$ cat src/rtl/raizing_snd_mailbox.sv
// raizing_snd_mailbox
//   Bidirectional 68K <-> Z80 sound mailbox. There are CHANNELS independent
//   FIFOs per direction: main->sub (68K writes, Z80 reads) and sub->main
//   (Z80 writes, 68K reads). Each FIFO reports occupancy, full and a sticky
//   overflow flag. Level interrupts go to both CPUs.
//
//   Optional feature, macro RAIZING_MAILBOX_NMI_EN:
//     a successful main write to channel NMI_CH raises NMI for NMI_LEN
//     cycles. A further qualifying write reloads the counter. When the
//     macro is not defined, NMI is tied low.
//
// Ports
//   CLK, RESET                 system clock, async active-high reset
//   MAIN_WR/RD/CLR, MAIN_CH    68K strobes and channel select
//   MAIN_DIN / MAIN_DOUT       68K write data / registered read data
//   SUB_WR/RD/CLR, SUB_CH      Z80 strobes and channel select
//   SUB_DIN / SUB_DOUT         Z80 write data / registered read data
//   MAIN_AVAIL / SUB_AVAIL     non-empty flags of sub->main / main->sub
//   MAIN_FULL / SUB_FULL       full flags of main->sub / sub->main
//   MAIN_OVF / SUB_OVF         sticky dropped-write flags of main / sub writes
//                              (cleared by the reading side's CLR strobe)
//   SUB_IRQ, MAIN_IRQ, NMI     interrupt outputs
module raizing_snd_mailbox #(
  parameter int unsigned          CHANNELS     = 4,
  parameter int unsigned          DW           = 8,
  parameter int unsigned          DEPTH        = 4,
  parameter logic [CHANNELS-1:0]  SUB_IRQ_MASK = {CHANNELS{1'b1}},
  parameter int unsigned          NMI_CH       = 0,
  parameter int unsigned          NMI_LEN      = 16,
  localparam int unsigned         CW           = (CHANNELS > 1) ? $clog2(CHANNELS) : 1
) (
  input  logic                CLK,
  input  logic                RESET,
  input  logic                MAIN_WR,
  input  logic                MAIN_RD,
  input  logic [CW-1:0]       MAIN_CH,
  input  logic [DW-1:0]       MAIN_DIN,
  output logic [DW-1:0]       MAIN_DOUT,
  input  logic                MAIN_CLR,
  input  logic                SUB_WR,
  input  logic                SUB_RD,
  input  logic [CW-1:0]       SUB_CH,
  input  logic [DW-1:0]       SUB_DIN,
  output logic [DW-1:0]       SUB_DOUT,
  input  logic                SUB_CLR,
  output logic [CHANNELS-1:0] MAIN_AVAIL,
  output logic [CHANNELS-1:0] SUB_AVAIL,
  output logic [CHANNELS-1:0] MAIN_FULL,
  output logic [CHANNELS-1:0] SUB_FULL,
  output logic [CHANNELS-1:0] MAIN_OVF,
  output logic [CHANNELS-1:0] SUB_OVF,
  output logic                SUB_IRQ,
  output logic                MAIN_IRQ,
  output logic                NMI
);

  localparam int unsigned AW   = (DEPTH > 1) ? $clog2(DEPTH) : 1;
  localparam int unsigned CNTW = $clog2(DEPTH + 1);

  if (CHANNELS == 0 || CHANNELS > 8 || DEPTH == 0 || DEPTH > 16 ||
      (DEPTH & (DEPTH - 1)) != 0 || NMI_CH >= CHANNELS || NMI_LEN == 0) begin : g_param_check
    $error("raizing_snd_mailbox: illegal parameter set");
  end

  // Direction index: 0 = main->sub, 1 = sub->main.
  logic [DW-1:0]       mem_q    [2][CHANNELS][DEPTH];
  logic [DW-1:0]       mem_d    [2][CHANNELS][DEPTH];
  logic [AW-1:0]       wr_ptr_q [2][CHANNELS];
  logic [AW-1:0]       wr_ptr_d [2][CHANNELS];
  logic [AW-1:0]       rd_ptr_q [2][CHANNELS];
  logic [AW-1:0]       rd_ptr_d [2][CHANNELS];
  logic [CNTW-1:0]     cnt_q    [2][CHANNELS];
  logic [CNTW-1:0]     cnt_d    [2][CHANNELS];
  logic [CHANNELS-1:0] ovf_q    [2];
  logic [CHANNELS-1:0] ovf_d    [2];
  logic [DW-1:0]       dout_q   [2];
  logic [DW-1:0]       dout_d   [2];
  logic                sub_irq_q, sub_irq_d;
  logic                main_irq_q, main_irq_d;

  logic [CHANNELS-1:0] avail [2];
  logic [CHANNELS-1:0] full  [2];
  logic [CHANNELS-1:0] push  [2];

  // Per-direction view of the strobes: who writes, who reads, who clears.
  logic                wr_en  [2];
  logic                rd_en  [2];
  logic                clr_en [2];
  logic [CW-1:0]       wr_ch  [2];
  logic [CW-1:0]       rd_ch  [2];
  logic [CW-1:0]       clr_ch [2];
  logic [DW-1:0]       din    [2];
  logic                main_ch_ok, sub_ch_ok;

  assign main_ch_ok = (32'(MAIN_CH) < CHANNELS);
  assign sub_ch_ok  = (32'(SUB_CH) < CHANNELS);

  assign wr_en[0]  = MAIN_WR & main_ch_ok;
  assign wr_ch[0]  = MAIN_CH;
  assign din[0]    = MAIN_DIN;
  assign rd_en[0]  = SUB_RD & sub_ch_ok;
  assign rd_ch[0]  = SUB_CH;
  assign clr_en[0] = SUB_CLR & sub_ch_ok;
  assign clr_ch[0] = SUB_CH;

  assign wr_en[1]  = SUB_WR & sub_ch_ok;
  assign wr_ch[1]  = SUB_CH;
  assign din[1]    = SUB_DIN;
  assign rd_en[1]  = MAIN_RD & main_ch_ok;
  assign rd_ch[1]  = MAIN_CH;
  assign clr_en[1] = MAIN_CLR & main_ch_ok;
  assign clr_ch[1] = MAIN_CH;

  function automatic logic [AW-1:0] ptr_inc(input logic [AW-1:0] p);
    return (p == AW'(DEPTH - 1)) ? '0 : p + AW'(1);
  endfunction

  always_comb begin
    for (int d = 0; d < 2; d++) begin
      avail[d] = '0;
      full[d]  = '0;
      for (int c = 0; c < CHANNELS; c++) begin
        avail[d][c] = (cnt_q[d][c] != '0);
        full[d][c]  = (cnt_q[d][c] == CNTW'(DEPTH));
      end
    end
  end

  always_comb begin
    logic wr_hit, rd_hit, do_rd, do_wr;
    mem_d    = mem_q;
    wr_ptr_d = wr_ptr_q;
    rd_ptr_d = rd_ptr_q;
    cnt_d    = cnt_q;
    ovf_d    = ovf_q;
    dout_d   = dout_q;
    push[0]  = '0;
    push[1]  = '0;
    for (int d = 0; d < 2; d++) begin
      for (int c = 0; c < CHANNELS; c++) begin
        wr_hit = wr_en[d] && (wr_ch[d] == CW'(c));
        rd_hit = rd_en[d] && (rd_ch[d] == CW'(c));
        do_rd  = rd_hit && avail[d][c];
        // A read in the same cycle frees the slot, so a write to a full FIFO
        // still lands. An empty FIFO never forwards the incoming word.
        do_wr  = wr_hit && (!full[d][c] || do_rd);
        if (do_wr) begin
          mem_d[d][c][wr_ptr_q[d][c]] = din[d];
          wr_ptr_d[d][c] = ptr_inc(wr_ptr_q[d][c]);
        end
        if (do_rd) begin
          dout_d[d] = mem_q[d][c][rd_ptr_q[d][c]];
          rd_ptr_d[d][c] = ptr_inc(rd_ptr_q[d][c]);
        end
        if (do_wr && !do_rd) begin
          cnt_d[d][c] = cnt_q[d][c] + CNTW'(1);
        end else if (do_rd && !do_wr) begin
          cnt_d[d][c] = cnt_q[d][c] - CNTW'(1);
        end
        if (clr_en[d] && (clr_ch[d] == CW'(c))) begin
          ovf_d[d][c] = 1'b0;
        end
        // Set after clear so a coincident overflow wins.
        if (wr_hit && !do_wr) begin
          ovf_d[d][c] = 1'b1;
        end
        push[d][c] = do_wr;
      end
    end
    sub_irq_d  = |(avail[0] & SUB_IRQ_MASK);
    main_irq_d = |avail[1];
  end

  always_ff @(posedge CLK or posedge RESET) begin
    if (RESET) begin
      mem_q      <= '{default: '0};
      wr_ptr_q   <= '{default: '0};
      rd_ptr_q   <= '{default: '0};
      cnt_q      <= '{default: '0};
      ovf_q      <= '{default: '0};
      dout_q     <= '{default: '0};
      sub_irq_q  <= 1'b0;
      main_irq_q <= 1'b0;
    end else begin
      mem_q      <= mem_d;
      wr_ptr_q   <= wr_ptr_d;
      rd_ptr_q   <= rd_ptr_d;
      cnt_q      <= cnt_d;
      ovf_q      <= ovf_d;
      dout_q     <= dout_d;
      sub_irq_q  <= sub_irq_d;
      main_irq_q <= main_irq_d;
    end
  end

  assign SUB_DOUT   = dout_q[0];
  assign MAIN_DOUT  = dout_q[1];
  assign SUB_AVAIL  = avail[0];
  assign MAIN_AVAIL = avail[1];
  assign MAIN_FULL  = full[0];
  assign SUB_FULL   = full[1];
  assign MAIN_OVF   = ovf_q[0];
  assign SUB_OVF    = ovf_q[1];
  assign SUB_IRQ    = sub_irq_q;
  assign MAIN_IRQ   = main_irq_q;

`ifdef RAIZING_MAILBOX_NMI_EN
  localparam int unsigned NW = $clog2(NMI_LEN + 1);
  logic [NW-1:0] nmi_cnt_q, nmi_cnt_d;
  logic          nmi_q, nmi_d;
  logic          unused_push;

  assign unused_push = |push[1];

  always_comb begin
    nmi_cnt_d = nmi_cnt_q;
    if (push[0][NMI_CH]) begin
      nmi_cnt_d = NW'(NMI_LEN);
    end else if (nmi_cnt_q != '0) begin
      nmi_cnt_d = nmi_cnt_q - NW'(1);
    end
    nmi_d = (nmi_cnt_d != '0);
  end

  always_ff @(posedge CLK or posedge RESET) begin
    if (RESET) begin
      nmi_cnt_q <= '0;
      nmi_q     <= 1'b0;
    end else begin
      nmi_cnt_q <= nmi_cnt_d;
      nmi_q     <= nmi_d;
    end
  end

  assign NMI = nmi_q;
`else
  logic unused_push;
  assign unused_push = |{push[0], push[1]};
  assign NMI = 1'b0;
`endif

endmodule

$ cat config.mk
export PLATFORM = sky130hd
export DESIGN_NAME = raizing_snd_mailbox
export DESIGN_NICKNAME = d
export VERILOG_FILES = /design/src/rtl/raizing_snd_mailbox.sv
export SDC_FILE = /design/constraint.sdc
export NUM_CORES = 1
export LEC_CHECK = 0
export ABC_CLOCK_PERIOD_IN_PS = 12400
export CAP_MARGIN = 20
export CORE_MARGIN = 2
export CORE_UTILIZATION = 59
export DETAILED_ROUTE_END_ITERATION = 8
export HOLD_SLACK_MARGIN = 0.08
export PLACE_DENSITY_LB_ADDON = 0.25
export SLEW_MARGIN = 20
export SYNTH_ARGS = -nofsm -noshare
export SYNTH_HDL_FRONTEND = slang
export SYNTH_SLANG_ARGS = --single-unit
$ cat constraint.sdc
create_clock -name CLK -period 12.4 [get_ports CLK]
set_clock_uncertainty 0.2 [all_clocks]
set_input_delay 1.86 -clock CLK [delete_from_list [all_inputs] [get_ports CLK]]
set_output_delay 1.86 -clock CLK [all_outputs]
set_load 0.01 [all_outputs]
==> run summary <==
The min-delay analysis places its worst path in the category reg -> reg. TritonCTS built the clock tree. Power density over the cells: 258.8 nW/µm². The ratio of cells with drive above 1 in the final layout was 0.3463; the internal power was 3.236 mW. The tools report the aggregate negative setup slack as 0 ns.

The worst endpoint data arrival time came out at 4.98 ns. The critical path ends at cnt_q[23]. Entering global routing, the biggest net connects 122 pins. The run gives 0.324 as the power share of the combinational group.

For this run, the detailed router's first-pass iteration total came to 5. At the worst endpoint, the required time is 12.64 ns. Summed over all instances, the cell type with the most area after synthesis is sky130_fd_sc_hd__dfrtp_1. In the routed layout, each cell is associated on average with a via count of 6.117.

The signal on the critical path passes through clkdlybuf4s50_1 > or3b_4 > a2111oi_4 > ha_1 > inv_1 > fa_1 > xor2_1 > nor2_1 > xor2_1. For this design, the CTS-stage hold fixing added 0 buffers. Setup repair after global routing left no endpoint under its margin.

The worst setup path is of the in -> reg kind. The part of the cycle the worst path needs is 0.3830, and the net switching power is 1.445 mW. The global-route wire length before repair came out at 54,990 µm. The overall die height is 167.9 µm, and the maximum buffer depth of the clock tree is 3.

The row count was 60. The clock period could shrink to 4.749 ns. The tools report the worst slew margin relative to its limit as 0.4043. The final-report max-slew violation count is 0, and the number of buffers inserted by post-CTS setup repair is 0. Summed over all layers, the global routing overflow is 0. The weighted congestion reported at the end of routability-driven placement came out at 0.8085. In this design, the critical path's most frequently occurring cell is sky130_fd_sc_hd__xor2_1.

Synthesis produced a netlist whose cell count is 1,114. STA classifies the critical path startpoint as an input pin. The initial core utilization is 0.5950. The number of antenna violations at the first check in global routing was 0.

In the synthesized netlist, the cells that appear most often are sky130_fd_sc_hd__dfrtp_1 (338), sky130_fd_sc_hd__mux2_2 (266), sky130_fd_sc_hd__mux4_2 (64), sky130_fd_sc_hd__nand2_1 (64), sky130_fd_sc_hd__ha_1 (48). At the pin with the least slew margin, the transition time is 0.8916 ns. For the number of buffers created by CTS, the log shows 36.

Of all nets on the critical path, the largest fanout is 14. The finished layout holds 1,545 standard cells, fillers aside. The share of total power in the clock network was 0.237.

By instance count, the leading cell after synthesis is sky130_fd_sc_hd__dfrtp_1. The logs give 1,262 for the number of nets in the layout and 0 for the number of diodes added for antenna fixing. The core region is 26,650 µm².

The number of setup violations in the final report was 0. The final-report hold violation count is 0, and the cell area after synthesis is 15,860 µm². The H-tree generated during clock tree synthesis spans 2 levels. The run finished with clean final reports. Number of gates resized after cts: 0. The worst register-to-register path has a depth of 6. At the later pin of the worst-skew pair, clock insertion delay measures 0.52 ns. The placed wire-length estimate after detailed placement came out at 22,660 µm.

The logs give 7.928 nW for the standby leakage power and 0.5334 for the portion of the post-synthesis area used by sequential elements. Across all layers, the routed design uses 9,450 vias. The total die area is 28,200 µm². The Yosys step of the flow raised 0 warnings. Top cell type's share of synthesized area: 0.5334. By area the synthesized netlist is led by sky130_fd_sc_hd__dfrtp_1 (53%), sky130_fd_sc_hd__mux2_2 (19%), sky130_fd_sc_hd__mux4_2 (9.1%).

After detailed routing, the average wire length per cell comes to 21.99 µm. The wire length reported by the detailed router came out at 33,970 µm. Counting flops and latches in the post-synthesis netlist gives 338. 71 I/O pins were placed.

The count of nets left with antenna violations once routing finished came out at 0. The critical path starts at SUB_CH[1]. The tools report the slack of the worst reg-to-reg path as 9.32 ns.

The slowest stage of the critical path belongs to the cell sky130_fd_sc_hd__a2111oi_4. The run gives 1,198 as the synthesized net count. The average size of a mapped cell came out at 14.23 µm². STA classifies the critical path endpoint as a flip-flop. The clock tree root driver cell is sky130_fd_sc_hd__clkbuf_16. The most used flip-flop cell after synthesis is sky130_fd_sc_hd__dfrtp_1. The logs give 9,782 for the number of global-route vias before repair and 0 for the remaining routing DRC violations.

The worst register-to-register path ends at cnt_q[16]. Worst flop-to-flop path startpoint: cnt_q[15]. Port buffering added 69 buffers. Fill cells in the final layout number 1,853.

The DRC violation total after the first TritonRoute iteration is 701. VDD sags by at most 0.1196 mV. Summing internal, switching and leakage power gives 4.682 mW. Clock-pin slew was measured on the worst setup and hold paths at 0.06 ns.

The switching fraction of total power was 0.3087; the cell count after placement was 1,480. The total of max-cap violations is 0, and the number of distinct library cells after synthesis is 45. Compared with the post-synthesis result, the final layout area differs by 14.08%. The proportion of synthesized flip-flops having asynchronous set or reset came out at 1.000. The total routing resource utilization after global routing is 0.2522, and the horizontal die dimension is 167.9 µm.

On the worst path, the slowest cell contributes a delay of 0.76 ns. The maximum clock frequency is 210.6 MHz. Relative contribution of sequential cells to total power: 0.439. The number of flops mapped to enable cells by yosys was 0. CTS saw 338 sinks.
-- power groups by stage --
stage / Combinational (mW) / Sequential, mW / Clock [mW]
detailed placement: 1.51 / 2.07 / 0
floorplan: 1.20 / 1.88 / 0
finish: 1.52 / 2.06 / 1.11
CTS: 1.52 / 2.06 / 1.13
global route: 1.65 / 2.14 / 1.17
global placement: 1.46 / 2.04 / 0
-- state kept, by name, summed over array words and instances, names as in the netlist --
signal     flops
wr_ptr_q      16
MAIN_OVF       4
cnt_q         24
MAIN_DOUT      8
SUB_OVF        4
SUB_DOUT       8
rd_ptr_q      16
mem_q        256
MAIN_IRQ       1
SUB_IRQ        1
-- final cells by class --
cell class | count | area [µm²] | area share
multi-input combinational | 689 | 7063 | 0.3905
tap | 341 | 426.7 | 0.02359
inverter | 37 | 146.4 | 0.008093
timing repair buffer | 76 | 763.2 | 0.04219
clock inverter | 12 | 148.9 | 0.008231
clock buffer | 52 | 1082 | 0.05983
sequential | 338 | 8458 | 0.4676
-- cell families (layout without fill, tap and decap cells) --
family                   after synthesis  count (layout)  synth area share
XOR/XNOR                              24              24           0.01326
flip-flops                           338             338            0.5334
multiplexers                         335             335            0.2834
AND/OR/NAND/NOR                      185             185           0.06100
adder cells (fa/ha/maj)               56              56           0.04798
other                                  1               1         0.0002365
buffers and inverters                 87             177           0.02115
AO/OA/AOI/OAI                         88              88           0.03961
-- stage by stage --
step             util  setup slack, ns  hold WS, ns  instance area, µm²
6_report       0.6787            7.651       0.2875               18090
5_1_grt        0.6787            7.470       0.3108               18090
4_1_cts        0.6777            7.687       0.2885               18060
3_5_place_dp   0.6315            7.139       0.2755               16830
3_3_place_gp   0.6315            7.237       0.2689               16830
2_1_floorplan       -           0.9734       0.2560               15860
-- how the worst min path moves through the flow --
stage | startpoint | to | slack, ns | cells after the start
4_1_cts | mem_q[231] | mem_q[231] | 0.29 | 1
3_5_place_dp | cnt_q[17] | cnt_q[17] | 0.28 | 1
3_3_place_gp | MAIN_OVF[3] | MAIN_OVF[3] | 0.27 | 2
5_1_grt | mem_q[99] | mem_q[99] | 0.31 | 1
2_1_floorplan | cnt_q[11] | cnt_q[11] | 0.26 | 1
6_report | mem_q[231] | mem_q[231] | 0.29 | 1
-- cells in the final DEF (no fill, tap or decap), types with 22 or more instances in the layout --
master,netlist,final
sky130_fd_sc_hd__clkdlybuf4s50_1,0,69
sky130_fd_sc_hd__ha_1,48,48
sky130_fd_sc_hd__nand2_1,64,64
sky130_fd_sc_hd__mux2_2,266,266
sky130_fd_sc_hd__dfrtp_1,338,338
sky130_fd_sc_hd__o21ai_0,22,22
sky130_fd_sc_hd__inv_1,36,35
sky130_fd_sc_hd__nor3_1,24,24
sky130_fd_sc_hd__mux4_2,64,64
sky130_fd_sc_hd__clkbuf_16,0,37
-- layer usage --
| metal | share of wire | wire [µm] | global-route usage |
|---|---|---|---|
| met1 | 0.47 | 16090 | 0.3821 |
| met2 | 0.46 | 15690 | 0.3865 |
| met3 | 0.047 | 1582 | 0.04537 |
| met4 | 0.018 | 609 | 0.05747 |
| met5 | 0 | 0 | 0 |
-- critical path: cells and delay by family --
| kind | cells | cell delay, ns |
|---|---|---|
| XOR/XNOR | 2 | 0.31 |
| AO/OA/AOI/OAI | 1 | 0.76 |
| adder cells (fa/ha/maj) | 2 | 0.67 |
| buffers and inverters | 2 | 0.71 |
| AND/OR/NAND/NOR | 2 | 0.66 |
No activity file was read; power rests on OpenSTA's default activity.
